[src/rtl/alu_cnt_dec_unit_pkg.sv]
// Shared constants for the ALU / decoder / counter utility block.
package alu_cnt_dec_unit_pkg;

   localparam int ALU_OP_W = 3;

   localparam logic [ALU_OP_W-1:0] ALU_ADD = 3'b000;
   localparam logic [ALU_OP_W-1:0] ALU_SUB = 3'b001;
   localparam logic [ALU_OP_W-1:0] ALU_NOT = 3'b010;
   localparam logic [ALU_OP_W-1:0] ALU_AND = 3'b011;
   localparam logic [ALU_OP_W-1:0] ALU_OR  = 3'b100;
   localparam logic [ALU_OP_W-1:0] ALU_XOR = 3'b101;
   localparam logic [ALU_OP_W-1:0] ALU_SLT = 3'b110;
   localparam logic [ALU_OP_W-1:0] ALU_EQ  = 3'b111;

endpackage

[src/rtl/alu_cnt_dec_unit_alu4_core.sv]
// Combinational 4-bit ALU with zero, signed-overflow and carry flags.
module alu4_core
   import alu_cnt_dec_unit_pkg::*;
(
   input  logic [ALU_OP_W-1:0] fnselec,
   input  logic [3:0]          a,
   input  logic [3:0]          b,
   output logic [3:0]          res,
   output logic                zero,
   output logic                overflow,
   output logic                carry
);

   logic [4:0] add_sum_s;
   logic [4:0] sub_sum_s;
   logic       add_ovf_s;
   logic       sub_ovf_s;

   // Subtraction is a + ~b + 1, so its carry-out means "no borrow".
   assign add_sum_s = {1'b0, a} + {1'b0, b};
   assign sub_sum_s = {1'b0, a} + {1'b0, ~b} + 5'd1;
   assign add_ovf_s = (a[3] == b[3]) && (add_sum_s[3] != a[3]);
   assign sub_ovf_s = (a[3] != b[3]) && (sub_sum_s[3] != a[3]);

   // Operation select; flags other than zero are only meaningful for ADD/SUB.
   always_comb begin
      res      = 4'h0;
      overflow = 1'b0;
      carry    = 1'b0;
      case (fnselec)
         ALU_ADD: begin
            res      = add_sum_s[3:0];
            carry    = add_sum_s[4];
            overflow = add_ovf_s;
         end
         ALU_SUB: begin
            res      = sub_sum_s[3:0];
            carry    = sub_sum_s[4];
            overflow = sub_ovf_s;
         end
         ALU_NOT: res = ~a;
         ALU_AND: res = a & b;
         ALU_OR:  res = a | b;
         ALU_XOR: res = a ^ b;
         ALU_SLT: res = {3'b000, sub_sum_s[3] ^ sub_ovf_s};
         ALU_EQ:  res = {3'b000, (a == b)};
         default: res = 4'h0;
      endcase
   end

   assign zero = (res == 4'h0);

endmodule

[src/rtl/alu_cnt_dec_unit.sv]
// Utility datapath: 4-bit ALU, 3-to-8 one-hot decoder and a tick-driven down counter.
module alu_cnt_dec_unit
   import alu_cnt_dec_unit_pkg::*;
#(
   parameter int                CNT_W   = 3,
   parameter logic [CNT_W-1:0]  CNT_RST = 3'd7
)(
   input  logic                clk,
   input  logic                rst,
   input  logic [ALU_OP_W-1:0] alu_fnselec,
   input  logic [3:0]          alu_a,
   input  logic [3:0]          alu_b,
   output logic [3:0]          alu_res,
   output logic                alu_zero,
   output logic                alu_overflow,
   output logic                alu_carry,
   input  logic [2:0]          dec_x,
   input  logic                dec_en,
   output logic [7:0]          dec_y,
   input  logic                cnt_tick,
   input  logic                cnt_en,
   output logic [CNT_W-1:0]    cnt_q
);

   logic [7:0]       dec_y_s;
   logic [CNT_W-1:0] cnt_r;

   alu4_core u_alu (
      .fnselec  (alu_fnselec),
      .a        (alu_a),
      .b        (alu_b),
      .res      (alu_res),
      .zero     (alu_zero),
      .overflow (alu_overflow),
      .carry    (alu_carry)
   );

   // One-hot decode, all zeros when disabled.
   always_comb begin
      dec_y_s = 8'h00;
      if (dec_en) begin
         dec_y_s = 8'h01 << dec_x;
      end else begin
         dec_y_s = 8'h00;
      end
   end

   assign dec_y = dec_y_s;

   // Down counter; reset dominates, wraps from zero back to the reset value.
   always_ff @(posedge clk) begin
      if (rst) begin
         cnt_r <= CNT_RST;
      end else if (cnt_en && cnt_tick) begin
         if (cnt_r == {CNT_W{1'b0}}) begin
            cnt_r <= CNT_RST;
         end else begin
            cnt_r <= cnt_r - {{(CNT_W-1){1'b0}}, 1'b1};
         end
      end else begin
         cnt_r <= cnt_r;
      end
   end

   assign cnt_q = cnt_r;

endmodule

[config.mk]
export PLATFORM = sky130hd
export DESIGN_NAME = alu_cnt_dec_unit
export DESIGN_NICKNAME = d
export VERILOG_FILES = /design/src/rtl/alu_cnt_dec_unit_pkg.sv /design/src/rtl/alu_cnt_dec_unit_alu4_core.sv /design/src/rtl/alu_cnt_dec_unit.sv
export SDC_FILE = /design/constraint.sdc
export NUM_CORES = 1
export LEC_CHECK = 0
export BUFFER_PORTS_ARGS = -buffer_cell sky130_fd_sc_hd__buf_2
export CORE_MARGIN = 1.5
export CORE_UTILIZATION = 42
export CTS_CLUSTER_DIAMETER = 80
export CTS_CLUSTER_SIZE = 10
export DETAILED_ROUTE_END_ITERATION = 6
export PLACE_DENSITY = 0.8
export REMOVE_ABC_BUFFERS = 1
export SETUP_SLACK_MARGIN = 0.5
export SLEW_MARGIN = 5
export SYNTH_ARGS = -nofsm -noshare
export SYNTH_HDL_FRONTEND = slang
export SYNTH_SLANG_ARGS = --single-unit
[constraint.sdc]
create_clock -name clk -period 2.2 [get_ports clk]
set_input_delay 0.22 -clock clk [delete_from_list [all_inputs] [get_ports clk]]
set_output_delay 0.22 -clock clk [all_outputs]
set_load 0.005 [all_outputs]
== Yosys cells after proc, flatten, opt, wreduce, memory -nomap -nowiden ==
Cells that the tools add are included.
Widths: inputs -> output; s select.
Word-level totals
  flip-flop bits (word level): 3
  bits of input ports: 19
  output and inout bits: 18
  word-level logic and storage cells: 35
Operators by class
  add/sub/neg operators: 4
  equality and inequality tests: 12
  shift operators: 1
  muxes and demuxes: 5
  bitwise operators: 6
  reduce and logical (&&, ||, !) cells: 6
Operators by type and width (count)
  $pmux 4 s8: 1
  $eq 3x3->1 const B: 4
  $add 4x4->5: 2
  $mux 8: 1
  $not 4->4: 2
  $shl 1x3->8 const A: 1
  $eq 3x2->1 const B: 2
  $logic_not 3->1: 2
  $add 5x1->5 const B: 1
  $and 4x4->4: 1
  $eq 4x4->1: 1
  $logic_not 4->1: 1
  $or 4x4->4: 1
  $pmux 1 s2: 2
  $xor 4x4->4: 1
  $eq 3x1->1 const B: 1
  $logic_and 1x1->1: 3
  $mux 3: 1
  $ne 1x1->1: 3
  $sub 3x1->3 const B: 1
  $eq 1x1->1: 1
  $xor 1x1->1: 1

== Longest topological paths before layout ==
Gate-level depths: netlist (run 1).
  word-level depth: 8
  gate-level depth with buffers: 11
  depth with buffers taken out: 11

== Cells and area by module ==
A second synthesis (run 1) with hierarchy kept.
Second synthesis, totals
  cells, all modules: 115
  area total of the unflattened synthesis: 873.3 um^2
Modules (own cells, without submodules)
  alu4_core: instances 1, cells each 85, area an instance 630.6 um^2, seq. area each 0.0 um^2
  alu_cnt_dec_unit: instances 1, cells each 30, area an instance 242.7 um^2, seq. area each 60.1 um^2

== Least setup slack after synthesis (run 1) ==
Ideal clock, no wire load.
  kind: in2out
  start point: input port alu_a[1]
  end point: output port alu_zero
  arrival time: 2106 ps
  required time: 1980 ps
  slack: -126 ps
  stages: 11
  buffers on the path: 0
  cells stage by stage: inv_1 > ha_1 > nor2_1 > nor2_1 > nor2_1 > nor2_1 > fa_1 > a211oi_1 > a31oi_1 > a221oi_1 > nor4_2
On the way
  elaborated cells between the ends (all ways): 13
  those cells by class: add/sub (3); eq/ne (2); mux (1); bitwise (5); reduce/logical (2)
RTL lines
  start: declaration: line alu_cnt_dec_unit.sv:11  | input logic [3:0] alu_a,
  $add 4x4->5: line alu_cnt_dec_unit_alu4_core.sv:21  | assign sub_sum_s = {1'b0, a} + {1'b0, ~b} + 5'd1;
  $add 5x1->5: line alu_cnt_dec_unit_alu4_core.sv:21
  $pmux 4 s8 *: line alu_cnt_dec_unit_alu4_core.sv:30  | case (fnselec)
  net alu_res[3]: line alu_cnt_dec_unit.sv:13  | output logic [3:0] alu_res,
  $logic_not 4->1 *: line alu_cnt_dec_unit_alu4_core.sv:51  | assign zero = (res == 4'h0);
  end: declaration: line alu_cnt_dec_unit.sv:14  | output logic alu_zero,
Mark *: on every way through the listed nets, which the timed path passes. The rest lies on a longest branch.

== Final worst setup path (run 1) ==
  start point: input port alu_a[1]
  end point: output port alu_zero
On the way
  longest elaborated chain between the ends: 7
  elaborated cells between the ends (all ways): 13
  those cells by class: add/sub (3); eq/ne (2); mux (1); bitwise (5); reduce/logical (2)
Ends and longest elaborated chain
  $add 4x4->5: line alu_cnt_dec_unit_alu4_core.sv:21
  $add 5x1->5: line alu_cnt_dec_unit_alu4_core.sv:21
  $ne 1x1->1: line alu_cnt_dec_unit_alu4_core.sv:23  | assign sub_ovf_s = (a[3] != b[3]) && (sub_sum_s[3] != a[3]);
  $logic_and 1x1->1: line alu_cnt_dec_unit_alu4_core.sv:23
  $xor 1x1->1: line alu_cnt_dec_unit_alu4_core.sv:45  | ALU_SLT: res = {3'b000, sub_sum_s[3] ^ sub_ovf_s};
  $pmux 4 s8 *: line alu_cnt_dec_unit_alu4_core.sv:30
  $logic_not 4->1 *: line alu_cnt_dec_unit_alu4_core.sv:51
Every way passes the cells marked *; elsewhere a longest branch is shown, timed or not.

==> impl_metrics.env, run 1 <==
export IMPL_cts_buffers=3
export IMPL_grt_pass1_vias=927
export IMPL_hpwl_microns=1670
export IMPL_antenna_found_initial=0
export IMPL_switching_share_pct=38.6
export IMPL_powerDensity_mw_per_mm2=346
export IMPL_ys_flop_type="dfxtp_1"
export IMPL_layout_common_cells="buf_2 (32), nor2_1 (18), ha_1 (11), buf_4 (11)"
export IMPL_clock_latency_ns=0.24
export IMPL_largest_reg_flops=3
export IMPL_drc=0
export IMPL_violations="setup timing"
export IMPL_track_usage_pct=23.3
export IMPL_setup_ws_ns=-0.170
export IMPL_synthArstFlopShare_pct=0
export IMPL_dpl_worst_slack_ns=-0.358
export IMPL_route_met3_wl_microns=142
export IMPL_h_tree_depth=1
export IMPL_drt_iter0_markers=22
export IMPL_nets=201
export IMPL_grt_overflow_total=0
export IMPL_portBuffers=36
export IMPL_synth_top_area_share_pct=20.9
export IMPL_p_leak_nw=0.684
export IMPL_pwr_share_seq_pct=13.3
export IMPL_arrival_ns=2.15
export IMPL_tightest_slew_ns=0.428
export IMPL_start_util_pct=46.5
export IMPL_wire_per_inst_microns=12.9
export IMPL_wl_met1_microns=901
export IMPL_clk_pin_slew_ns=0.03
export IMPL_end_kind="output pin"
export IMPL_place_gp_congestion=0.864
export IMPL_status="finished with violations"
export IMPL_core_sq_mm=0.00180
export IMPL_firstDrtPassIters=5
export IMPL_setup_tns_ns=-0.405
export IMPL_cap_violations=0
export IMPL_vias=999
export IMPL_clock_sinks=3
export IMPL_diodes=0
export IMPL_hold_viol=0
export IMPL_wl_met2_microns=1330
export IMPL_synth_edff_count=0
export IMPL_cts_path_max_buffers=2
export IMPL_critPathLaunchType="input pin"
export IMPL_crit_path_max_fanout=2
export IMPL_synth_area_sq_um=837
export IMPL_syn_inst=111
export IMPL_maxClockFrequency_mhz=422
export IMPL_layout_drive_gt1_share_pct=48.8
export IMPL_ys_seq_area_share_pct=7.17
export IMPL_switching_power_w=0.000175
export IMPL_path_class="in2out"
export IMPL_slew_violations=0
export IMPL_ir_drop_uv=326
export IMPL_max_slew_margin_pct=71.2
export IMPL_fin_util_pct=72.6
export IMPL_synth_cell_type_count=36
export IMPL_area_growth_pct=56.4
export IMPL_die_area_sq_mm=0.00227
export IMPL_pwr_share_comb_pct=64.1
export IMPL_synth_avg_cell_area_sq_um=7.54
export IMPL_worstPathRequired_ns=1.98
export IMPL_cts_tree="yes"
export IMPL_setup_violations=3
export IMPL_rows=15
export IMPL_wirelength_microns=2440
export IMPL_synth_area_leaders="ha_1 (21%), nor2_1 (9.0%), dfxtp_1 (7.2%), fa_1 (7.2%), inv_1 (4.9%)"
export IMPL_synth_warnings=0
export IMPL_root_buffer="clkbuf_4"
export IMPL_io_pins=37
export IMPL_top_layer="met4"
export IMPL_synth_top_cell_by_area="ha_1"
export IMPL_rsz0062_at_grt="yes"
export IMPL_yosys_register_bits=3
export IMPL_period_share_pct=108
export IMPL_layout_commonest_cell="buf_2"
export IMPL_via_per_inst=5.29
export IMPL_p_int_w=0.000279
export IMPL_postRouteAntennaNets=0
export IMPL_min_period_ns=2.37
export IMPL_die_w_microns=47.6
export IMPL_clockPowerShare_pct=22.6
export IMPL_grt_pass1_wl_microns=3690
export IMPL_grt_max_degree=15
export IMPL_hp_class="in2reg"
export IMPL_skew_ns=0.00564
export IMPL_die_h_microns=47.6
-- metrics by stage --
step	total power, W	instances	instance area, sq um	hold slack [ns]
floorplan	0.000186	107	796	0.314
global placement	0.000277	182	1110	0.431
detailed placement	0.000286	182	1110	0.442
CTS	0.000438	188	1280	0.194
global route	0.000488	189	1310	0.205
finish	0.000453	189	1310	0.197
-- final cells by class --
class / instances / area [sq um]
Tap cell: 25 / 31.3
Timing Repair Buffer: 53 / 359
Fill cell: 145 / 493
Multi-Input combinational cell: 92 / 779
Sequential cell: 3 / 60.1
Clock buffer: 4 / 26.3
Inverter: 12 / 52.6
-- layer usage --
layer	vias up	track usage (%)
met5	-	0
met1	458	24.8
li1	489	-
met3	6	3.77
met2	46	43.8
met4	0	11.9
-- power groups by stage --
stage                     Clock [W]  Sequential (W)  Combinational [W]
after global routing       0.000110       0.0000612           0.000317
after floorplan                   0       0.0000618           0.000124
final                      0.000102       0.0000605           0.000290
after CTS                  0.000106       0.0000606           0.000271
after global placement            0       0.0000613           0.000216
after detailed placement          0       0.0000614           0.000225
-- path summary, 6_finish.rpt --
path | end | cells after the start | slack [ns] | start
worst max register to register | cnt_q[0] | 6 | 0.82 | cnt_q[0]
worst max-delay path | alu_zero | 13 | -0.17 | alu_a[1]
worst min-delay path | cnt_q[2] | 2 | 0.20 | rst
worst min register to register | cnt_q[1] | 1 | 0.48 | cnt_q[1]
-- worst max-delay path, cell delays in order --
cell and delay [ns]:
buf_8 0.08, inv_6 0.03, ha_4 0.27, nor2_4 0.03, nor2_1 0.09, nor2_1 0.05
nor2_1 0.11, fa_2 0.48, a211oi_2 0.19, a31oi_1 0.07, a221oi_2 0.34, nor4_2 0.06
buf_2 0.13
-- cell usage after synthesis (all sizes together) (3+ instances only) --
cell type / instances
buf: 3
nand3: 3
nand2: 6
dfxtp: 3
o21ai: 4
a21oi: 7
nand2b: 3
fa: 3
nor2: 20
inv: 12
ha: 14
nor3: 4
xnor2: 3
-- cells by family after synthesis --
group                    count (synthesis)  synth area share [%]
AO/OA/AOI/OAI                           24                  19.4
XOR/XNOR                                 5                  5.23
adder cells (fa/ha/maj)                 17                  28.1
buffers and inverters                   16                  10.3
flip-flops                               3                  7.18
multiplexers                             3                  5.08
AND/OR/NAND/NOR                         43                  24.7
-- repair_timing --
action / 4_1_cts / 5_1_grt
pin swaps: 21 / 16
hold buffers: 0 / 0
gates resized for setup: 27 / 8
setup buffers: 2 / 1
setup endpoints to repair: 7 / 7
gates cloned: 0 / 0
Power figures use the tool's default switching activity.
==> run 2: changes to the inputs <==
--- a/config.mk
+++ b/config.mk
@@ -8,10 +8,11 @@
 export BUFFER_PORTS_ARGS = -buffer_cell sky130_fd_sc_hd__buf_2
 export CORE_MARGIN = 1.5
 export CORE_UTILIZATION = 42
+export CTS_BUF_LIST = sky130_fd_sc_hd__clkbuf_16
 export CTS_CLUSTER_DIAMETER = 80
 export CTS_CLUSTER_SIZE = 10
 export DETAILED_ROUTE_END_ITERATION = 6
-export PLACE_DENSITY = 0.8
+export PLACE_DENSITY = 0.75
 export REMOVE_ABC_BUFFERS = 1
 export SETUP_SLACK_MARGIN = 0.5
 export SLEW_MARGIN = 5
==> run 2 against run 1 <==
Compared with the run above: maximum frequency is 1.2% lower; the run still ends with setup timing left; worst setup slack lost 0.028 ns; hold slack gained 0.029 ns; via count down 1.5%; final cell count is the same; critical path type unchanged; critical path depth did not move; first-iteration DRC count is 4.5% higher; wire length down 0.53%; combinational power barely moved.
==> impl_metrics.env, run 2 (same netlist as run 1, synthesis figures left out) <==
export IMPL_hp_class="in2reg"
export IMPL_antenna_found_initial=0
export IMPL_layout_drive_gt1_share_pct=50.0
export IMPL_grt_pass1_vias=868
export IMPL_path_class="in2out"
export IMPL_slew_violations=0
export IMPL_clk_pin_slew_ns=0.03
export IMPL_drc=0
export IMPL_io_pins=37
export IMPL_wirelength_microns=2420
export IMPL_start_util_pct=46.5
export IMPL_arrival_ns=2.18
export IMPL_nets=201
export IMPL_hold_viol=0
export IMPL_hold_buffers=0
export IMPL_diodes=0
export IMPL_rsz0062_at_grt="yes"
export IMPL_clock_sinks=3
export IMPL_end_kind="output pin"
export IMPL_portBuffers=36
export IMPL_clock_latency_ns=0.23
export IMPL_min_period_ns=2.40
export IMPL_grt_max_degree=15
export IMPL_skew_ns=0.00456
export IMPL_layout_commonest_cell="buf_2"
export IMPL_design_area_sq_mm=0.00138
export IMPL_vias=984
export IMPL_layout_common_cells="buf_2 (32), nor2_1 (16), buf_4 (14)"
export IMPL_grt_overflow_total=0
export IMPL_violations="setup timing"
export IMPL_track_usage_pct=21.7
export IMPL_max_slew_margin_pct=77.4
export IMPL_setup_tns_ns=-0.378
export IMPL_place_area_sq_mm=0.00111
export IMPL_core_sq_mm=0.00180
export IMPL_wire_per_inst_microns=12.8
export IMPL_die_w_microns=47.6
export IMPL_via_per_inst=5.21
export IMPL_cts_tree="yes"
export IMPL_tightest_slew_ns=0.336
export IMPL_h_tree_depth=1
export IMPL_critPathLaunchType="input pin"
export IMPL_root_buffer="clkbuf_16"
export IMPL_ir_drop_uv=430
export IMPL_cts_path_max_buffers=2
export IMPL_maxClockFrequency_mhz=417
export IMPL_largest_reg_flops=3
export IMPL_p_leak_nw=0.707
export IMPL_crit_path_max_fanout=2
export IMPL_area_growth_pct=64.7
export IMPL_place_gp_congestion=0.868
export IMPL_dpl_worst_slack_ns=-0.354
export IMPL_postRouteAntennaNets=0
export IMPL_grt_pass1_wl_microns=3550
export IMPL_die_area_sq_mm=0.00227
export IMPL_worstPathRequired_ns=1.98
export IMPL_period_share_pct=109
export IMPL_powerDensity_mw_per_mm2=463
export IMPL_firstDrtPassIters=4
export IMPL_status="finished with violations"
export IMPL_cap_violations=0
export IMPL_setup_violations=3
export IMPL_cts_buffers=3
export IMPL_rows=15
export IMPL_setup_ws_ns=-0.198
export IMPL_die_h_microns=47.6
export IMPL_holdWs_ns=0.226
export IMPL_hpwl_microns=1700
export IMPL_drt_iter0_markers=23
[run 2: path summary, 6_finish.rpt]
kind,start,to,slack [ns],depth (start not counted)
max,alu_a[1],alu_zero,-0.20,13
min,rst,cnt_q[0],0.23,2
max reg2reg,cnt_q[1],cnt_q[0],0.84,6
min reg2reg,cnt_q[1],cnt_q[1],0.55,1
[run 2: cell type report]
cell class | instances | area [sq um]
clock buffer | 3 | 75.1
multi-input combinational | 92 | 800
sequential | 3 | 60.1
tap | 25 | 31.3
inverter | 12 | 57.6
clock inverter | 1 | 3.75
fill | 138 | 423
timing repair buffer | 53 | 352
[run 2: repair_timing]
item,in CTS,in global routing
pin swaps,13,13
resized for setup,22,19
setup buffers,1,2
endpoints found under the setup margin,7,7
[run 2: through the flow]
stage                     cells  util (%)  total power [W]
after floorplan             107         -         0.000186
after global placement      182      61.7         0.000279
after detailed placement    182      61.7         0.000286
after CTS                   187      71.3         0.000606
after global routing        189      76.5         0.000676
final                       189      76.5         0.000639
[run 2: worst max-delay path, cell delays in order]
cell	delay (ns)
buf_8	0.09
inv_6	0.03
ha_4	0.27
nor2_4	0.04
nor2_4	0.07
nor2_2	0.04
nor2_2	0.09
fa_2	0.46
a211oi_2	0.24
a31oi_1	0.07
a221oi_2	0.33
nor4_2	0.08
buf_2	0.13
[run 2: routing by layer]
metal	global-route usage, %	vias up	wire [microns]
met1	27.0	449	1040
li1	-	486	-
met3	4.53	4	135
met5	0	-	0
met2	40.8	45	1230
met4	0	0	25
[run 2: power breakdown]
group / total (W) / switching (W) / internal [W]
Clock: 0.000289 / 0.0000537 / 0.000235
Combinational: 0.000289 / 0.000138 / 0.000151
Sequential: 0.0000615 / 0.00000301 / 0.0000585
Total: 0.000639 / 0.000195 / 0.000444
